==> src/rtl/traffic_pkg.sv <==
// Shared lamp encodings, state/axis types and pattern helpers for the lamp sequencer.
// FLASH_ON_ERROR_EN adds the FAULT state to the state enum.
package traffic_pkg;

    localparam logic [1:0] LAMP_RED = 2'b00;
    localparam logic [1:0] LAMP_YEL = 2'b01;
    localparam logic [1:0] LAMP_GRN = 2'b11;

    // Lane vectors are WWSSEENN, two bits per direction.
    localparam logic [7:0] LANE_NS   = {LAMP_RED, LAMP_GRN, LAMP_RED, LAMP_GRN};
    localparam logic [7:0] LANE_EW   = {LAMP_GRN, LAMP_RED, LAMP_GRN, LAMP_RED};
    localparam logic [7:0] YEL_NS    = {LAMP_RED, LAMP_YEL, LAMP_RED, LAMP_YEL};
    localparam logic [7:0] YEL_EW    = {LAMP_YEL, LAMP_RED, LAMP_YEL, LAMP_RED};
    localparam logic [7:0] FLASH_YEL = {LAMP_YEL, LAMP_YEL, LAMP_YEL, LAMP_YEL};
    localparam logic [7:0] ALL_RED   = 8'h00;

    typedef enum logic [2:0] {
        ST_INIT,
        ST_CLEAR,
        ST_GREEN,
        ST_YELLOW
`ifdef FLASH_ON_ERROR_EN
        , ST_FAULT
`endif
    } state_e;

    typedef enum logic {
        AXIS_NS,
        AXIS_EW
    } axis_e;

    function automatic logic [7:0] green_lamps(input axis_e a);
        return (a == AXIS_NS) ? LANE_NS : LANE_EW;
    endfunction

    function automatic logic [7:0] yellow_lamps(input axis_e a);
        return (a == AXIS_NS) ? YEL_NS : YEL_EW;
    endfunction

endpackage

==> src/rtl/dwell_counter.sv <==
// Per-state dwell counter: synchronous clear, saturating increment, async reset to 0.
module dwell_counter #(
    parameter int CNT_W = 4
) (
    input  logic             clk,
    input  logic             rst,
    input  logic             clr,
    output logic [CNT_W-1:0] cnt
);

    logic [CNT_W-1:0] cnt_q, cnt_d;

    always_comb begin
        if (clr)
            cnt_d = '0;
        else if (&cnt_q)
            cnt_d = cnt_q;
        else
            cnt_d = cnt_q + CNT_W'(1);
    end

    // NOTE: sequential state uses non-blocking assignments so every flop samples pre-edge values.
    always_ff @(posedge clk or posedge rst) begin
        if (rst)
            cnt_q <= '0;
        else
            cnt_q <= cnt_d;
    end

    assign cnt = cnt_q;

endmodule

==> src/rtl/lamp_sequencer.sv <==
// Lamp sequencer: turns WWSSEENN lane requests into a safe green/yellow/all-red lamp sequence.
// Define FLASH_ON_ERROR_EN to latch a flashing FAULT after three consecutive illegal requests.
module lamp_sequencer
    import traffic_pkg::*;
#(
    parameter int MIN_GREEN     = 4,
    parameter int YELLOW_CYCLES = 3,
    parameter int CLEAR_CYCLES  = 2,
    parameter int CNT_W         = 4
) (
    input  logic       clk,
    input  logic       rst,
    input  logic [7:0] laneRequest,
    output logic [7:0] lampOut,
    output logic       axisNS,
    output logic       busy,
    output logic       reqError,
    output logic       faultFlag
);

    localparam int CNT_MAX = (2 ** CNT_W) - 1;

    if (MIN_GREEN < 1 || MIN_GREEN > CNT_MAX ||
        YELLOW_CYCLES < 1 || YELLOW_CYCLES > CNT_MAX ||
        CLEAR_CYCLES < 1 || CLEAR_CYCLES > CNT_MAX) begin : g_bad_dwell
        $error("lamp_sequencer: dwell parameters must lie in 1..2**CNT_W-1");
    end

    localparam logic [CNT_W-1:0] MIN_LAST = CNT_W'(MIN_GREEN - 1);
    localparam logic [CNT_W-1:0] YEL_LAST = CNT_W'(YELLOW_CYCLES - 1);
    localparam logic [CNT_W-1:0] CLR_LAST = CNT_W'(CLEAR_CYCLES - 1);

    state_e           state_q, state_d;
    axis_e            next_axis_q, next_axis_d;
    axis_e            active_axis_q, active_axis_d;
    logic [7:0]       lamp_q, lamp_d;
    logic             axis_ns_q, axis_ns_d;
    logic             busy_q, busy_d;
    logic             req_err_q, req_err_d;
    logic [CNT_W-1:0] cnt;
    logic             legal;
    axis_e            req_axis;
`ifdef FLASH_ON_ERROR_EN
    logic [1:0]       ill_cnt_q, ill_cnt_d;
    logic             fault_q, fault_d;
`endif

    dwell_counter #(.CNT_W(CNT_W)) u_dwell (
        .clk (clk),
        .rst (rst),
        .clr (state_d != state_q),
        .cnt (cnt)
    );

    assign legal    = (laneRequest == LANE_NS) || (laneRequest == LANE_EW);
    assign req_axis = (laneRequest == LANE_NS) ? AXIS_NS : AXIS_EW;

    // NOTE: every always_comb output gets a default first so no path can infer a latch.
    always_comb begin
        state_d       = state_q;
        next_axis_d   = next_axis_q;
        active_axis_d = active_axis_q;
        req_err_d     = !legal;

        case (state_q)
            ST_INIT: begin
                if (legal) begin
                    next_axis_d = req_axis;
                    state_d     = ST_CLEAR;
                end
            end
            ST_CLEAR: begin
                if (cnt == CLR_LAST) begin
                    active_axis_d = next_axis_q;
                    state_d       = ST_GREEN;
                end
            end
            ST_GREEN: begin
                // A too-early change request is a level: it wins once minimum green has elapsed.
                if (legal && req_axis != active_axis_q && cnt >= MIN_LAST) begin
                    next_axis_d = req_axis;
                    state_d     = ST_YELLOW;
                end
            end
            ST_YELLOW: begin
                if (cnt == YEL_LAST)
                    state_d = ST_CLEAR;
            end
            default: state_d = ST_INIT;
        endcase

`ifdef FLASH_ON_ERROR_EN
        ill_cnt_d = ill_cnt_q;
        if (legal)
            ill_cnt_d = 2'd0;
        else if (ill_cnt_q != 2'd2)
            ill_cnt_d = ill_cnt_q + 2'd1;
        if ((!legal && ill_cnt_q == 2'd2) || state_q == ST_FAULT)
            state_d = ST_FAULT;
        fault_d = fault_q || (state_d == ST_FAULT);
`endif

        // Outputs are decoded from the next state so they change on the same edge as the state.
        lamp_d    = ALL_RED;
        axis_ns_d = 1'b0;
        busy_d    = 1'b0;
        case (state_d)
            ST_GREEN: begin
                lamp_d    = green_lamps(active_axis_d);
                axis_ns_d = (active_axis_d == AXIS_NS);
            end
            ST_YELLOW: begin
                lamp_d = yellow_lamps(active_axis_d);
                busy_d = 1'b1;
            end
            ST_CLEAR: busy_d = 1'b1;
`ifdef FLASH_ON_ERROR_EN
            ST_FAULT: lamp_d = (state_q == ST_FAULT && lamp_q == FLASH_YEL) ? ALL_RED : FLASH_YEL;
`endif
            default: ;
        endcase
    end

    // NOTE: all control flops, including axis memory, reset asynchronously to a known safe state.
    always_ff @(posedge clk or posedge rst) begin
        if (rst) begin
            state_q       <= ST_INIT;
            next_axis_q   <= AXIS_EW;
            active_axis_q <= AXIS_EW;
            lamp_q        <= ALL_RED;
            axis_ns_q     <= 1'b0;
            busy_q        <= 1'b0;
            req_err_q     <= 1'b0;
`ifdef FLASH_ON_ERROR_EN
            ill_cnt_q     <= 2'd0;
            fault_q       <= 1'b0;
`endif
        end else begin
            state_q       <= state_d;
            next_axis_q   <= next_axis_d;
            active_axis_q <= active_axis_d;
            lamp_q        <= lamp_d;
            axis_ns_q     <= axis_ns_d;
            busy_q        <= busy_d;
            req_err_q     <= req_err_d;
`ifdef FLASH_ON_ERROR_EN
            ill_cnt_q     <= ill_cnt_d;
            fault_q       <= fault_d;
`endif
        end
    end

    assign lampOut  = lamp_q;
    assign axisNS   = axis_ns_q;
    assign busy     = busy_q;
    assign reqError = req_err_q;
`ifdef FLASH_ON_ERROR_EN
    assign faultFlag = fault_q;
`else
    assign faultFlag = 1'b0;
`endif

endmodule

==> config.mk <==
export PLATFORM = sky130hd
export DESIGN_NAME = lamp_sequencer
export DESIGN_NICKNAME = d
export VERILOG_FILES = /design/src/rtl/traffic_pkg.sv /design/src/rtl/dwell_counter.sv /design/src/rtl/lamp_sequencer.sv
export SDC_FILE = /design/constraint.sdc
export NUM_CORES = 1
export LEC_CHECK = 0
export ABC_AREA = 1
export ABC_CLOCK_PERIOD_IN_PS = 1400
export CAP_MARGIN = 20
export CORE_MARGIN = 2
export CORE_UTILIZATION = 46
export CTS_CLUSTER_SIZE = 30
export DETAILED_ROUTE_END_ITERATION = 10
export PLACE_DENSITY_LB_ADDON = 0.25
export SETUP_SLACK_MARGIN = 0.02
export SLEW_MARGIN = 30
export SYNTH_ARGS = -nofsm -noshare
export SYNTH_HDL_FRONTEND = slang
export SYNTH_SLANG_ARGS = --single-unit
==> constraint.sdc <==
create_clock -name clk -period 1.4 [get_ports clk]
set_input_delay 0.35 -clock clk [delete_from_list [all_inputs] [get_ports clk]]
set_output_delay 0.35 -clock clk [all_outputs]
set_load 0.1 [all_outputs]
==> results by group <==
Pwr
  – PwrDens: 667 mW/mm^2
  – Sw power: 278 uW
  – Peak supply drop: 0.680 mV
  – Combinational Power Share: 0.201
  – Design Power: 923 uW
  – Flop pwr share: 0.523
  – Sw Ratio: 0.301
  – Leakage power: 0.690 nW
  – Internal Pwr Total: 645 uW
  – Clock Power Share: 0.276

Yosys
  – Synth area leaders: dfrtp_1 39%, nand2_1 9.5%, inv_1 6.8%
  – Netlist cell types: 23
  – Synth top area share: 0.393
  – Post-synth EDFFs: 0
  – Syn avg cell area: 8.20 um^2
  – Post-synth top flop: dfrtp_1
  – Mapped cell area: 828 um^2
  – Sequential share of the synthesized area: 0.456
  – Top cells by count, synth: 21 x nand2_1, 15 x inv_1, 13 x dfrtp_1
  – Warnings, synthesis: 0
  – Seq cells post-synth: 15
  – Area leader, netlist: dfrtp_1
  – Count leader, synth: nand2_1
  – Share of synthesized registers carrying an async set or reset: 1.00
  – Mapped Cells: 101

Timing
  – Fin. max-slew vios: 0
  – Period utilization: 0.991
  – Worst Skew: 0.00236 ns
  – RSZ-0062 raised after global routing: yes
  – Setup TNS: 0 ns
  – Highest clock rate: 0.721 GHz
  – Final Critical Period: 1.39 ns
  – Final hold violation count: 0
  – Crit path setup slack, layout: 0.0122 ns
  – Final Setup Violations: 0

Worst setup path
  – Critical Path RT: 1.63 ns
  – CP Cell Sequence: ha_4 -> nand2_4 -> nor2_4 -> buf_4 -> a31oi_4 -> nand3_4 -> nor2_2
  – Slowest cell on the critical path: dfrtp_2
  – CP Capture Type: flip-flop
  – Crit-path max cell delay: 0.48 ns
  – Setup crit end: u_dwell.cnt[3]$_DFFE_PP0P_
  – Crit path launch: u_dwell.cnt[0]$_DFFE_PP0P_
  – Max Fanout on Critical Path: 4
  – Critical R2R Launch: u_dwell.cnt[0]$_DFFE_PP0P_
  – Arrival time at the worst endpoint: 1.61 ns
  – Flop-to-flop setup slack: 0.01 ns
  – Setup crit start kind: flip-flop
  – R2R depth: 7
  – Crit Path Category: flip-flop to flip-flop
  – Reg-to-Reg End: u_dwell.cnt[3]$_DFFE_PP0P_

Global route
  – GR Util All Layers: 0.215
  – Vias in the first global route: 749
  – Initial antenna violation count: 0
  – First-pass GRT wire length: 3100 um
  – Largest net degree at the start of global routing: 16
  – Gr ovfl total: 0

Die
  – Die area: 0.00216 mm^2
  – Die Wd: 46.4 um
  – Site Rows: 15
  – Die Height: 46.4 um
  – CORE AREA: 0.00171 mm^2
  – Top Ports: 22
  – Initial Util: 0.485

Detailed routing
  – Via count: 779
  – Final WL: 2300 um
  – Vias per cell: 5.09
  – # DRC: 0
  – Antenna viol nets, final: 0
  – Drt initial violations: 15
  – WL/cell: 15.0 um
  – DR pass1 iterations: 4

Cells and area
  – Nets: 142
  – Share of cells above drive strength 1: 0.516
  – Area Growth Syn to Fin: 67.1%
  – Inserted Diodes: 0

Clock tree
  – CTS Buf Count: 3
  – Clock Tree Root: clkbuf_4
  – Clock buffer depth: 2
  – TritonCTS clock tree: built
  – Reg clk slew, reported paths: 0.09 ns
  – Clock Sinks: 15
  – CTS H-tree lvls: 1
  – # hold bufs at CTS: 0
  – Worst-skew pair later-pin latency: 0.29 ns

Placed design
  – GPL Wtd Cong: 0.787
  – Port Buffer Count: 20
  – Dpl ws: -0.355 ns
  – Final HPWL DP: 1350 um

Outcome
  – Status: complete, no violations

Worst hold path
  – Hold Path Class: primary input to asynchronous set/reset pin

Job
  – Max Cap Violations: 0
[stage by stage]
stage | util | area, um^2 | hold WS [ns] | instances
global placement | 0.674 | 1150 | 0.503 | 142
CTS | 0.701 | 1200 | 0.371 | 147
floorplan | - | 847 | 0.250 | 102
detailed placement | 0.674 | 1150 | 0.520 | 142
global route | 0.810 | 1380 | 0.400 | 153
finish | 0.810 | 1380 | 0.363 | 153
[metal layers]
metal	part of all wire	track usage
met1	0.42	0.198
met2	0.54	0.408
met3	0.027	0.0392
met4	0.018	0.154
met5	0	0
[critical path, delay by kind of cell, from the launching register on]
family | cells | cell delay [ns]
AO/OA/AOI/OAI | 1 | 0.17
adder cells (fa/ha/maj) | 1 | 0.19
AND/OR/NAND/NOR | 4 | 0.37
buffers and inverters | 1 | 0.13
flip-flops | 1 | 0.48
[sequential cells by signal, indices dropped and copies added (netlist names)]
name,flops
reqError,1
next_axis_q,1
u_dwell.cnt,4
axisNS,1
state_q,3
lampOut,3
busy,1
active_axis_q,1
[how the worst min path moves through the flow]
stage,start,to,slack [ns]
floorplan,rst,busy$_DFF_PP0_,0.25
global route,rst,lampOut[6]$_DFF_PP0_,0.40
CTS,rst,lampOut[6]$_DFF_PP0_,0.37
global placement,next_axis_q$_DFFE_PP1P_,next_axis_q$_DFFE_PP1P_,0.50
detailed placement,next_axis_q$_DFFE_PP1P_,next_axis_q$_DFFE_PP1P_,0.52
finish,rst,lampOut[4]$_DFF_PP0_,0.36
[cell usage in the layout, fill, tap and decap left out, drive strengths merged]
master / n
dlymetal6s2s: 6
dlygate4sd2: 2
clkdlybuf4s50: 1
o211ai: 1
o21ai: 2
ha: 3
nor2: 13
nor3: 2
mux2i: 1
clkbuf: 4
conb: 2
nand3: 10
buf: 19
xor2: 1
nand2: 24
a21oi: 3
a31oi: 1
inv: 17
dfstp: 2
nand3b: 1
dfrtp: 13
[power by group through the flow]
stage / registers (mW) / logic, mW / clock network [mW]
floorplan: 0.480 / 0.0871 / 0
global placement: 0.480 / 0.131 / 0
detailed placement: 0.482 / 0.137 / 0
CTS: 0.473 / 0.140 / 0.256
global route: 0.484 / 0.202 / 0.266
finish: 0.483 / 0.185 / 0.255
[kinds of logic after synthesis]
logic type,count (synthesis),share of synthesized area
compound gates,7,0.0514
other cells,1,0.00453
fa+ha+maj,3,0.0453
mux,1,0.0121
simple gates,50,0.289
xor+xnor,1,0.0106
flops,15,0.456
buf+inv,23,0.131
[layout make-up]
class                      instances  area (um^2)
multi-input combinational         64          484
sequential                        15          395
timing repair buffer              28          383
inverter                          17         63.8
fill                              99          324
clock buffer                       4         26.3
tap                               25         31.3
[repair_timing]
action,CTS,global route
endpoints found under the setup margin,8,11
setup buffers,1,6
pin swaps,2,18
resized for setup,6,39
(Power assumes the default switching activity.)
